**config.mk**
```make
export PLATFORM = sky130hd
export DESIGN_NAME = seg_scan_arbiter
export DESIGN_NICKNAME = d
export VERILOG_FILES = /design/src/rtl/seg_scan_arbiter_pkg.sv /design/src/rtl/seg_scan_tick.sv /design/src/rtl/seg_scan_arbiter.sv
export SDC_FILE = /design/constraint.sdc
export NUM_CORES = 1
export LEC_CHECK = 0
export ABC_AREA = 1
export ABC_CLOCK_PERIOD_IN_PS = 2780
export BUFFER_PORTS_ARGS = -buffer_cell sky130_fd_sc_hd__buf_2
export CORE_MARGIN = 2
export CORE_UTILIZATION = 50
export DETAILED_ROUTE_END_ITERATION = 10
export PLACE_DENSITY = 0.89
export SLEW_MARGIN = 20
export SYNTH_ARGS = -nofsm -noshare
export SYNTH_HDL_FRONTEND = slang
export SYNTH_HIERARCHICAL = 1
export SYNTH_SLANG_ARGS = --single-unit
```
**constraint.sdc**
```tcl
create_clock -name clk -period 2.78 [get_ports clk]
set_clock_uncertainty 0.05 [all_clocks]
set_input_delay 0 -clock clk [delete_from_list [all_inputs] [get_ports clk]]
set_output_delay 0 -clock clk [all_outputs]
set_load 0.1 [all_outputs]
```
**src/rtl/seg_scan_arbiter_pkg.sv**
```systemverilog
// Shared definitions for the 8-digit 7-segment scan arbiter.
// Holds the state encoding, the grant codes, the dark-display constants
// and two small helpers used by the arbiter top.
package seg_scan_arbiter_pkg;

  localparam int NUM_DIGITS = 8;
  localparam int SEG_W      = 7;

  // State encoding; the values are shared with other display blocks.
  localparam logic [1:0] ST_IDLE  = 2'd0;
  localparam logic [1:0] ST_MENU  = 2'd1;
  localparam logic [1:0] ST_GAME  = 2'd2;
  localparam logic [1:0] ST_BLANK = 2'd3;

  localparam logic [1:0] GNT_NONE = 2'b00;
  localparam logic [1:0] GNT_MENU = 2'b01;
  localparam logic [1:0] GNT_GAME = 2'b10;

  localparam logic [SEG_W-1:0]      SEG_BLANK = 7'h00;
  localparam logic [NUM_DIGITS-1:0] COM_OFF   = 8'hFF;

  // Fixed priority: game over menu over nobody.
  function automatic logic [1:0] pick_owner(input logic req_menu,
                                            input logic req_game);
    if (req_game)      return ST_GAME;
    else if (req_menu) return ST_MENU;
    else               return ST_IDLE;
  endfunction

  // Active-low common line for digit sel; digit 0 is the leftmost (bit 7).
  function automatic logic [NUM_DIGITS-1:0] com_for(input logic [2:0] sel);
    return ~(8'h80 >> sel);
  endfunction

endpackage

```
**src/rtl/seg_scan_tick.sv**
```systemverilog
// Digit-slot prescaler for multiplexed displays.
// Counts 0..SCAN_DIV-1 continuously and raises tick for the one clk in
// which the count sits at SCAN_DIV-1; the count then returns to 0.
// Ports:
//   clk   - system clock
//   rst_n - synchronous active-low reset (count -> 0)
//   tick  - one-clk slot strobe
// CNT_W must be wide enough that 2^CNT_W >= SCAN_DIV.
module seg_scan_tick #(
  parameter int SCAN_DIV = 25000,
  parameter int CNT_W    = 21
) (
  input  logic clk,
  input  logic rst_n,
  output logic tick
);

  localparam logic [CNT_W-1:0] CNT_LAST = CNT_W'(SCAN_DIV - 1);

  logic [CNT_W-1:0] cnt_q, cnt_d;

  assign tick = (cnt_q == CNT_LAST);

  always_comb begin
    cnt_d = tick ? '0 : cnt_q + CNT_W'(1);
  end

  always_ff @(posedge clk) begin
    if (!rst_n) cnt_q <= '0;
    else        cnt_q <= cnt_d;
  end

endmodule

```
**src/rtl/seg_scan_arbiter.sv**
```systemverilog
// Arbiter and scanner for the shared 8-digit multiplexed 7-segment display.
// Two requesters (menu, game) each present a full frame; ownership only
// changes at frame boundaries, and a one-slot blank separates two different
// owners so ghosting from the old frame never lands on the new one.
// Ports:
//   clk, rst_n           - clock, synchronous active-low reset
//   req_menu, frame_menu - menu request and 56-bit frame (digit 0 in [55:49])
//   req_game, frame_game - game request and frame, same layout
//   seg_com              - active-low digit enables, digit i on bit 7-i
//   seg_txt              - segment pattern g..a for the enabled digit
//   grant                - 00 none, 01 menu, 10 game
//   frame_done           - one-clk pulse after an owned frame's last digit
// All outputs are registered from next-state values so a change made on a
// tick edge shows up on the pins in the cycle right after that edge.
module seg_scan_arbiter
  import seg_scan_arbiter_pkg::*;
#(
  parameter int SCAN_DIV = 25000,
  parameter int CNT_W    = 21
) (
  input  logic                        clk,
  input  logic                        rst_n,
  input  logic                        req_menu,
  input  logic [NUM_DIGITS*SEG_W-1:0] frame_menu,
  input  logic                        req_game,
  input  logic [NUM_DIGITS*SEG_W-1:0] frame_game,
  output logic [NUM_DIGITS-1:0]       seg_com,
  output logic [SEG_W-1:0]            seg_txt,
  output logic [1:0]                  grant,
  output logic                        frame_done
);

  logic tick;

  seg_scan_tick #(
    .SCAN_DIV (SCAN_DIV),
    .CNT_W    (CNT_W)
  ) u_tick (
    .clk   (clk),
    .rst_n (rst_n),
    .tick  (tick)
  );

  // Element [7] holds bits [55:49], i.e. digit 0; digit i is element ~i.
  logic [NUM_DIGITS-1:0][SEG_W-1:0] menu_dig, game_dig;
  assign menu_dig = frame_menu;
  assign game_dig = frame_game;

  logic [1:0]            state_q, state_d;
  logic [1:0]            pending_q, pending_d;
  logic [2:0]            sel_q, sel_d;
  logic [NUM_DIGITS-1:0] seg_com_q, seg_com_d;
  logic [SEG_W-1:0]      seg_txt_q, seg_txt_d;
  logic [1:0]            grant_q, grant_d;
  logic                  frame_done_q, frame_done_d;
  logic [1:0]            want;

  assign want = pick_owner(req_menu, req_game);

  // Next state / digit index.
  always_comb begin
    state_d      = state_q;
    pending_d    = pending_q;
    sel_d        = sel_q;
    frame_done_d = 1'b0;
    if (tick) begin
      sel_d = sel_q + 3'd1;
      case (state_q)
        ST_IDLE: begin
          if (want != ST_IDLE) begin
            state_d = want;
            sel_d   = 3'd0;
          end
        end
        ST_MENU, ST_GAME: begin
          // Only the frame boundary may change ownership; sel wraps to 0.
          if (sel_q == 3'd7) begin
            frame_done_d = 1'b1;
            if (want == ST_IDLE) begin
              state_d = ST_IDLE;
            end else if (want != state_q) begin
              pending_d = want;
              state_d   = ST_BLANK;
            end
          end
        end
        default: begin
          // BLANK: hand over to the owner chosen at the boundary, no re-check.
          state_d = pending_q;
          sel_d   = 3'd0;
        end
      endcase
    end
  end

  // Output image for the next cycle; frames are read live, not latched.
  always_comb begin
    seg_com_d = COM_OFF;
    seg_txt_d = SEG_BLANK;
    grant_d   = GNT_NONE;
    case (state_d)
      ST_MENU: begin
        seg_com_d = com_for(sel_d);
        seg_txt_d = menu_dig[~sel_d];
        grant_d   = GNT_MENU;
      end
      ST_GAME: begin
        seg_com_d = com_for(sel_d);
        seg_txt_d = game_dig[~sel_d];
        grant_d   = GNT_GAME;
      end
      default: ;
    endcase
  end

  always_ff @(posedge clk) begin
    if (!rst_n) begin
      state_q      <= ST_IDLE;
      pending_q    <= ST_IDLE;
      sel_q        <= 3'd0;
      seg_com_q    <= COM_OFF;
      seg_txt_q    <= SEG_BLANK;
      grant_q      <= GNT_NONE;
      frame_done_q <= 1'b0;
    end else begin
      state_q      <= state_d;
      pending_q    <= pending_d;
      sel_q        <= sel_d;
      seg_com_q    <= seg_com_d;
      seg_txt_q    <= seg_txt_d;
      grant_q      <= grant_d;
      frame_done_q <= frame_done_d;
    end
  end

  assign seg_com    = seg_com_q;
  assign seg_txt    = seg_txt_q;
  assign grant      = grant_q;
  assign frame_done = frame_done_q;

endmodule

```
==> results of run 1 <==
[Yosys cell counts (5+ instances only)]
| library cell | n |
|---|---|
| nand2_1 | 275 |
| inv_1 | 87 |
| nor2_1 | 59 |
| dfxtp_1 | 46 |
| nand3_1 | 42 |
| nand3b_1 | 34 |
| a21oi_1 | 18 |
| buf_2 | 13 |
| buf_6 | 10 |
| ha_1 | 8 |
| xnor2_1 | 7 |
| nand3_2 | 5 |
| nand4_1 | 5 |
| nor2_2 | 5 |
| o21ai_1 | 5 |
| xor2_1 | 5 |
[final timing paths]
path	start	endpoint	slack, ns	cells past startpoint
worst max register to register	u_tick/cnt_q[0]	seg_txt[5]	0.26	16
worst max-delay path	u_tick/cnt_q[0]	seg_txt[5]	0.26	16
worst min register to register	u_tick/cnt_q[0]	u_tick/cnt_q[0]	0.43	1
worst min-delay path	frame_game[22]	seg_txt[1]	0.13	7
[placed cells by master, fill, tap and decap left out, types with 6 or more instances in the layout]
master and count:
inv_1 86, nand3b_1 34, buf_2 133, nor2_1 57, xnor2_1 7, nand3_1 42
dfxtp_1 46, a21oi_1 18, nor2_2 7, ha_1 8, nand2_1 274, buf_4 9
clkbuf_8 6
[power by group through the flow]
stage / registers [W] / logic, W / clock network [W]
finish: 0.000665 / 0.000201 / 0.000508
global route: 0.000666 / 0.000229 / 0.000538
CTS: 0.000665 / 0.000201 / 0.000513
detailed placement: 0.000681 / 0.000199 / 0
global placement: 0.000681 / 0.000195 / 0
floorplan: 0.000680 / 0.000101 / 0
[area by class of cell]
cell class                      instances  area, µm²  share of cell area
Multi-Input combinational cell        489       2340               0.505
Clock buffer                            6       82.6              0.0178
Sequential cell                        46        921               0.198
Inverter                               90        338              0.0728
Tap cell                               99        124              0.0267
Clock inverter                          1       30.0             0.00647
Timing Repair Buffer                  147        803               0.173
[metrics by stage]
step                cells  setup WS [ns]  hold WS [ns]  cell area [µm²]   util
detailed placement    868          0.183         0.217             4470  0.613
global route          878         0.0231         0.170             4640  0.636
floorplan             653          0.271        0.0394             3800      -
finish                878          0.255         0.134             4640  0.636
global placement      868          0.294         0.211             4470  0.613
CTS                   878         0.0330         0.133             4620  0.633
[flip-flops by register name, summed over array words and instances, names as in the netlist]
signal,flops
u_tick/cnt_q,21
seg_com,8
seg_txt,7
sel_q,3
grant,2
pending_q,2
state_q,2
frame_done,1
[what timing repair did]
action | CTS | global route
hold buffers | 3 | 0
hold endpoints to repair | 7 | 0
setup endpoints to repair | 0 | 14
resized for setup | 0 | 6
[metal layers]
metal / routed length, µm / track usage / vias to the layer above
li1: - / - / 2230
met1: 4270 / 0.285 / 1883
met2: 5160 / 0.455 / 177
met3: 695 / 0.0465 / 28
met4: 293 / 0.0922 / 0
met5: 0 / 0 / -
[worst max-delay path: stages, from the launching register on]
cell and delay [ns]:
dfxtp_1 0.39, ha_1 0.22, nand2_1 0.08, nor3_2 0.13, nand3_2 0.16, inv_1 0.16
nand2_1 0.11, nor2_2 0.13, nand2_4 0.07, buf_4 0.28, nand3b_1 0.16, nand2_1 0.06
nand2_1 0.05, nand2_1 0.07, nand2_1 0.06, nand3_1 0.09, a21oi_1 0.16
[cells by family after synthesis]
family,synth area share
AOI/OAI and AO/OA,0.0415
xor gates and xnor gates,0.0277
adders and majority gates,0.0263
buffers and inverters,0.148
DFF,0.242
and+or+nand+nor,0.514
==> flow_metrics.env, run 1 <==
export IMPL_gr_total_overflow=0
export IMPL_syn_inst=653
export IMPL_postCtsSetupBuffers=0
export IMPL_first_pass_iters=6
export IMPL_drv_slew=0
export IMPL_fillCellCount=709
export IMPL_wl_mm=10.4
export IMPL_switchingPower_w=0.000315
export IMPL_netlist_area_um2=3800
export IMPL_clockBufferDepth=2
export IMPL_ir_worst_vdd_mv=0.156
export IMPL_grt_pass1_vias=4061
export IMPL_ant_nets=0
export IMPL_fin_crit_ns=2.52
export IMPL_drv_cap=0
export IMPL_required_ns=2.97
export IMPL_tightest_slew_ns=0.515
export IMPL_num_vias=4318
export IMPL_synth_yosys_seq_area_share=0.242
export IMPL_hold_violations=0
export IMPL_status="finished clean"
export IMPL_synth_cell_types=30
export IMPL_timing_slew_headroom=0.659
export IMPL_start_util=0.521
export IMPL_drt_initial_drc_count=148
export IMPL_final_setup_tns_ns=0
export IMPL_grt_total_usage=0.249
export IMPL_synth_top_area_share=0.272
export IMPL_finalNetCount=903
export IMPL_die_w_um=91.2
export IMPL_post_drt_wl_per_cell_um=11.9
export IMPL_synth_seq_cells=46
export IMPL_grt_setup_unrepaired="false"
export IMPL_switching_share=0.229
export IMPL_io_pins=134
export IMPL_power_w=0.00137
export IMPL_startpoint_type="flip-flop"
export IMPL_cts_made_buffers=5
export IMPL_grt_max_degree=49
export IMPL_clk_latency_ns=0.30
export IMPL_die_h_um=91.2
export IMPL_grt_pass1_wl_mm=17.3
export IMPL_area_delta_synth_final_pct=22.1
export IMPL_clock_sinks=46
export IMPL_critPathKind="reg2reg"
export IMPL_hold_path_class="in2reg"
export IMPL_die_area_um2=8310
export IMPL_cts_htree_levels=2
export IMPL_power_density_nw_per_um2=296
export IMPL_port_buffers=133
export IMPL_period_share=0.908
export IMPL_fmax_mhz=396
export IMPL_comb_power_share=0.146
export IMPL_path_max_fanout=46
export IMPL_synth_edff_count=0
export IMPL_ctsRootBufferMaster="clkbuf_8"
export IMPL_drt_vias_per_instance=4.92
export IMPL_synth_flop_cell="dfxtp_1"
export IMPL_final_layout_size_suffix_gt1_frac=0.231
export IMPL_gp_congestion=0.926
export IMPL_antenna_found_initial=0
export IMPL_drcViolationCount=0
export IMPL_syn_num_nets=777
export IMPL_crit_arrival_ns=2.71
export IMPL_seqPwrFrac=0.484
export IMPL_rows=31
export IMPL_cts_tree="yes"
export IMPL_diodes=0
export IMPL_yosysTopAreaCell="nand2_1"
export IMPL_path_clk_slew_ns=0.09
export IMPL_power_leakage_nw=2.49
export IMPL_yosys_warnings=6
export IMPL_dp_hpwl_mm=8.20
export IMPL_async_reset_ff_frac=0
export IMPL_syn_area_per_cell_um2=5.82
export IMPL_synthTopCellsByArea="nand2_1, dfxtp_1, inv_1"
export IMPL_pwr_share_clk=0.370
export IMPL_design_core_area_um2=7290
export IMPL_intPower_w=0.00106
export IMPL_endpoint_kind="flip-flop"
export IMPL_setup_viol=0
No activity file was read; power rests on OpenSTA's default activity.
==> run 2, diff against run 1 <==
Settings changed: SYNTH_HIERARCHICAL 1 to unset.
==> run 2 against run 1 <==
  * Combinational power barely moved
  * Final cell count is 5.8% higher
  * Clock-buffer cell count shrank 1
  * Die area up 1.6%
  * Clock power shrank 16%
  * Hold slack worse by 0.10 ns
  * Via count increased by 0.81%
  * Synthesized cell count up 7.4%
  * Largest power group unchanged
==> flow_metrics.env, run 2 <==
export IMPL_num_vias=4353
export IMPL_final_common_cell="nand2_1"
export IMPL_port_buffers=133
export IMPL_io_pins=134
export IMPL_netlist_area_um2=3860
export IMPL_post_drt_wl_per_cell_um=10.5
export IMPL_synth_top_family_by_area="simple AND/OR/NAND/NOR gates"
export IMPL_die_w_um=91.9
export IMPL_power_w=0.00129
export IMPL_synth_commonest_cells="nand2_1, inv_1, nand3_1, nor2_1, dfxtp_1"
export IMPL_ir_worst_vdd_mv=0.205
export IMPL_drt_vias_per_instance=4.69
export IMPL_synthTopCellsByArea="nand2_1, dfxtp_1, inv_1"
export IMPL_gr_total_overflow=0
export IMPL_fmax_mhz=409
export IMPL_startpoint_type="flip-flop"
export IMPL_design_core_area_um2=7610
export IMPL_synth_simple_area_share=0.497
export IMPL_yosys_warnings=0
export IMPL_drcViolationCount=0
export IMPL_ant_nets=0
export IMPL_synth_cell_types=40
export IMPL_clk_latency_ns=0.30
export IMPL_power_leakage_nw=2.79
export IMPL_start_util=0.508
export IMPL_synth_yosys_seq_area_share=0.238
export IMPL_place_inst=919
export IMPL_period_share=0.879
export IMPL_cts_resized=0
export IMPL_grt_setup_unrepaired="false"
export IMPL_critPathKind="reg2reg"
export IMPL_setup_viol=0
export IMPL_synth_mux_area_fraction=0
export IMPL_dp_hpwl_mm=7.56
export IMPL_fin_crit_ns=2.44
export IMPL_drt_initial_drc_count=230
export IMPL_clock_sinks=46
export IMPL_wl_mm=9.76
export IMPL_cts_made_buffers=5
export IMPL_grt_max_degree=47
export IMPL_gp_congestion=0.882
export IMPL_required_ns=2.93
export IMPL_final_setup_tns_ns=0
export IMPL_ctsRootBufferMaster="clkbuf_8"
export IMPL_hold_violations=0
export IMPL_diodes=0
export IMPL_yosysTopAreaCell="nand2_1"
export IMPL_grt_pass1_vias=3686
export IMPL_grt_pass1_wl_mm=15.9
export IMPL_syn_area_per_cell_um2=5.51
export IMPL_syn_num_nets=825
export IMPL_path_max_fanout=8
export IMPL_hold_path_class="in2reg"
export IMPL_finalNetCount=950
export IMPL_endpoint_kind="flip-flop"
export IMPL_async_reset_ff_frac=0
export IMPL_fillCellCount=754
export IMPL_power_density_nw_per_um2=278
export IMPL_die_h_um=91.9
export IMPL_syn_inst=701
export IMPL_postCtsSetupBuffers=0
export IMPL_rows=32
export IMPL_synthXorXnorAreaFrac=0.00454
export IMPL_path_clk_slew_ns=0.09
export IMPL_synth_seq_cells=46
export IMPL_synth_adder_area_share=0.0259
export IMPL_area_delta_synth_final_pct=20.7
export IMPL_drv_cap=0
export IMPL_clockBufferDepth=2
export IMPL_final_cells=929
export IMPL_final_layout_size_suffix_gt1_frac=0.209
export IMPL_layout_common_cells="nand2_1, buf_2, inv_1, nor2_1, nand3_1"
export IMPL_synth_compound_area_frac=0.0661
export IMPL_first_pass_iters=5
export IMPL_tightest_slew_ns=0.511
export IMPL_synth_most_common_cell="nand2_1"
export IMPL_crit_arrival_ns=2.59
export IMPL_synth_top_area_share=0.294
export IMPL_top_register="u_tick.cnt_q"
export IMPL_synth_flop_cell="dfxtp_1"
export IMPL_antenna_found_initial=0
export IMPL_cts_htree_levels=2
export IMPL_drv_slew=0
export IMPL_synth_edff_count=0
export IMPL_status="finished clean"
export IMPL_timing_slew_headroom=0.662
export IMPL_grt_total_usage=0.227
export IMPL_die_area_um2=8440
export IMPL_largest_reg_flops=21
export IMPL_cts_tree="yes"
-- run 2: changes by cell type in the layout (fill, tap and decap cells not counted), moves of 4 or more --
cell,delta
inv_1,+41
nand2_1,+29
nand3b_1,-28
nand3_1,+9
o21ai_0,+9
xnor2_1,-7
nor2_1,-6
nor2_2,-6
a21oi_1,+5
o21ai_1,-4
-- run 2: path summary, 6_finish.rpt --
| check | start | to | slack [ns] | cells after the start |
|---|---|---|---|---|
| max | state_q[0] | seg_com[4] | 0.34 | 12 |
| min | req_menu | pending_q[0] | 0.03 | 5 |
| max reg2reg | state_q[0] | seg_com[4] | 0.34 | 12 |
| min reg2reg | u_tick.cnt_q[0] | u_tick.cnt_q[0] | 0.40 | 1 |
-- run 2: logic make-up (layout without fill, tap and decap cells) --
logic type,count (synthesis),count (layout)
adder cells (fa/ha/maj),8,8
AND/OR/NAND/NOR,443,443
flip-flops,46,46
buffers and inverters,156,282
XOR/XNOR,2,2
AO/OA/AOI/OAI,46,46
-- run 2: metal layers --
metal,vias up,track usage,part of all wire
li1,2351,-,-
met1,1838,0.303,0.45
met2,150,0.386,0.48
met3,14,0.0255,0.056
met4,0,0.0659,0.018
met5,-,0,0
-- run 2: final cells by class --
class	count	area [µm²]	share of cell area
inverters	133	499	0.107
repair buffers	141	731	0.157
flip-flops and latches	46	921	0.197
clock buffers	5	68.8	0.0148
clock inverters	3	25.0	0.00537
well taps	102	128	0.0274
multi-input cells	499	2290	0.491
-- run 2: critical path, stage by stage, from the launching register on --
cell and delay (ns):
dfxtp_1 0.41, inv_1 0.09, ha_1 0.30, inv_1 0.05
a21oi_1 0.14, a21boi_0 0.19, o221ai_1 0.11, nand2_1 0.12
ha_1 0.24, nor2_1 0.13, inv_1 0.15, nor2_1 0.25
nand2_1 0.09
-- run 2: power breakdown --
group	switching, W	leakage, nW	internal [W]
clock	0.000247	0.0447	0.000182
combinational	0.0000955	2.37	0.000106
sequential	0.00000248	0.371	0.000662
-- run 2: metrics by stage --
stage          area, µm²  utilization  hold WS, ns  worst slack [ns]
5_1_grt             4660        0.613       0.0496            0.0249
4_1_cts             4660        0.613       0.0317             0.346
3_5_place_dp        4550        0.598        0.225             0.369
3_3_place_gp        4550        0.598        0.231             0.442
2_1_floorplan       3860            -       0.0435             0.478
6_report            4660        0.613       0.0334             0.337
-- run 2: timing repair --
item                       CTS  global route
setup endpoints to repair    0             0
hold buffers                 2             0
hold endpoints to repair     5             0
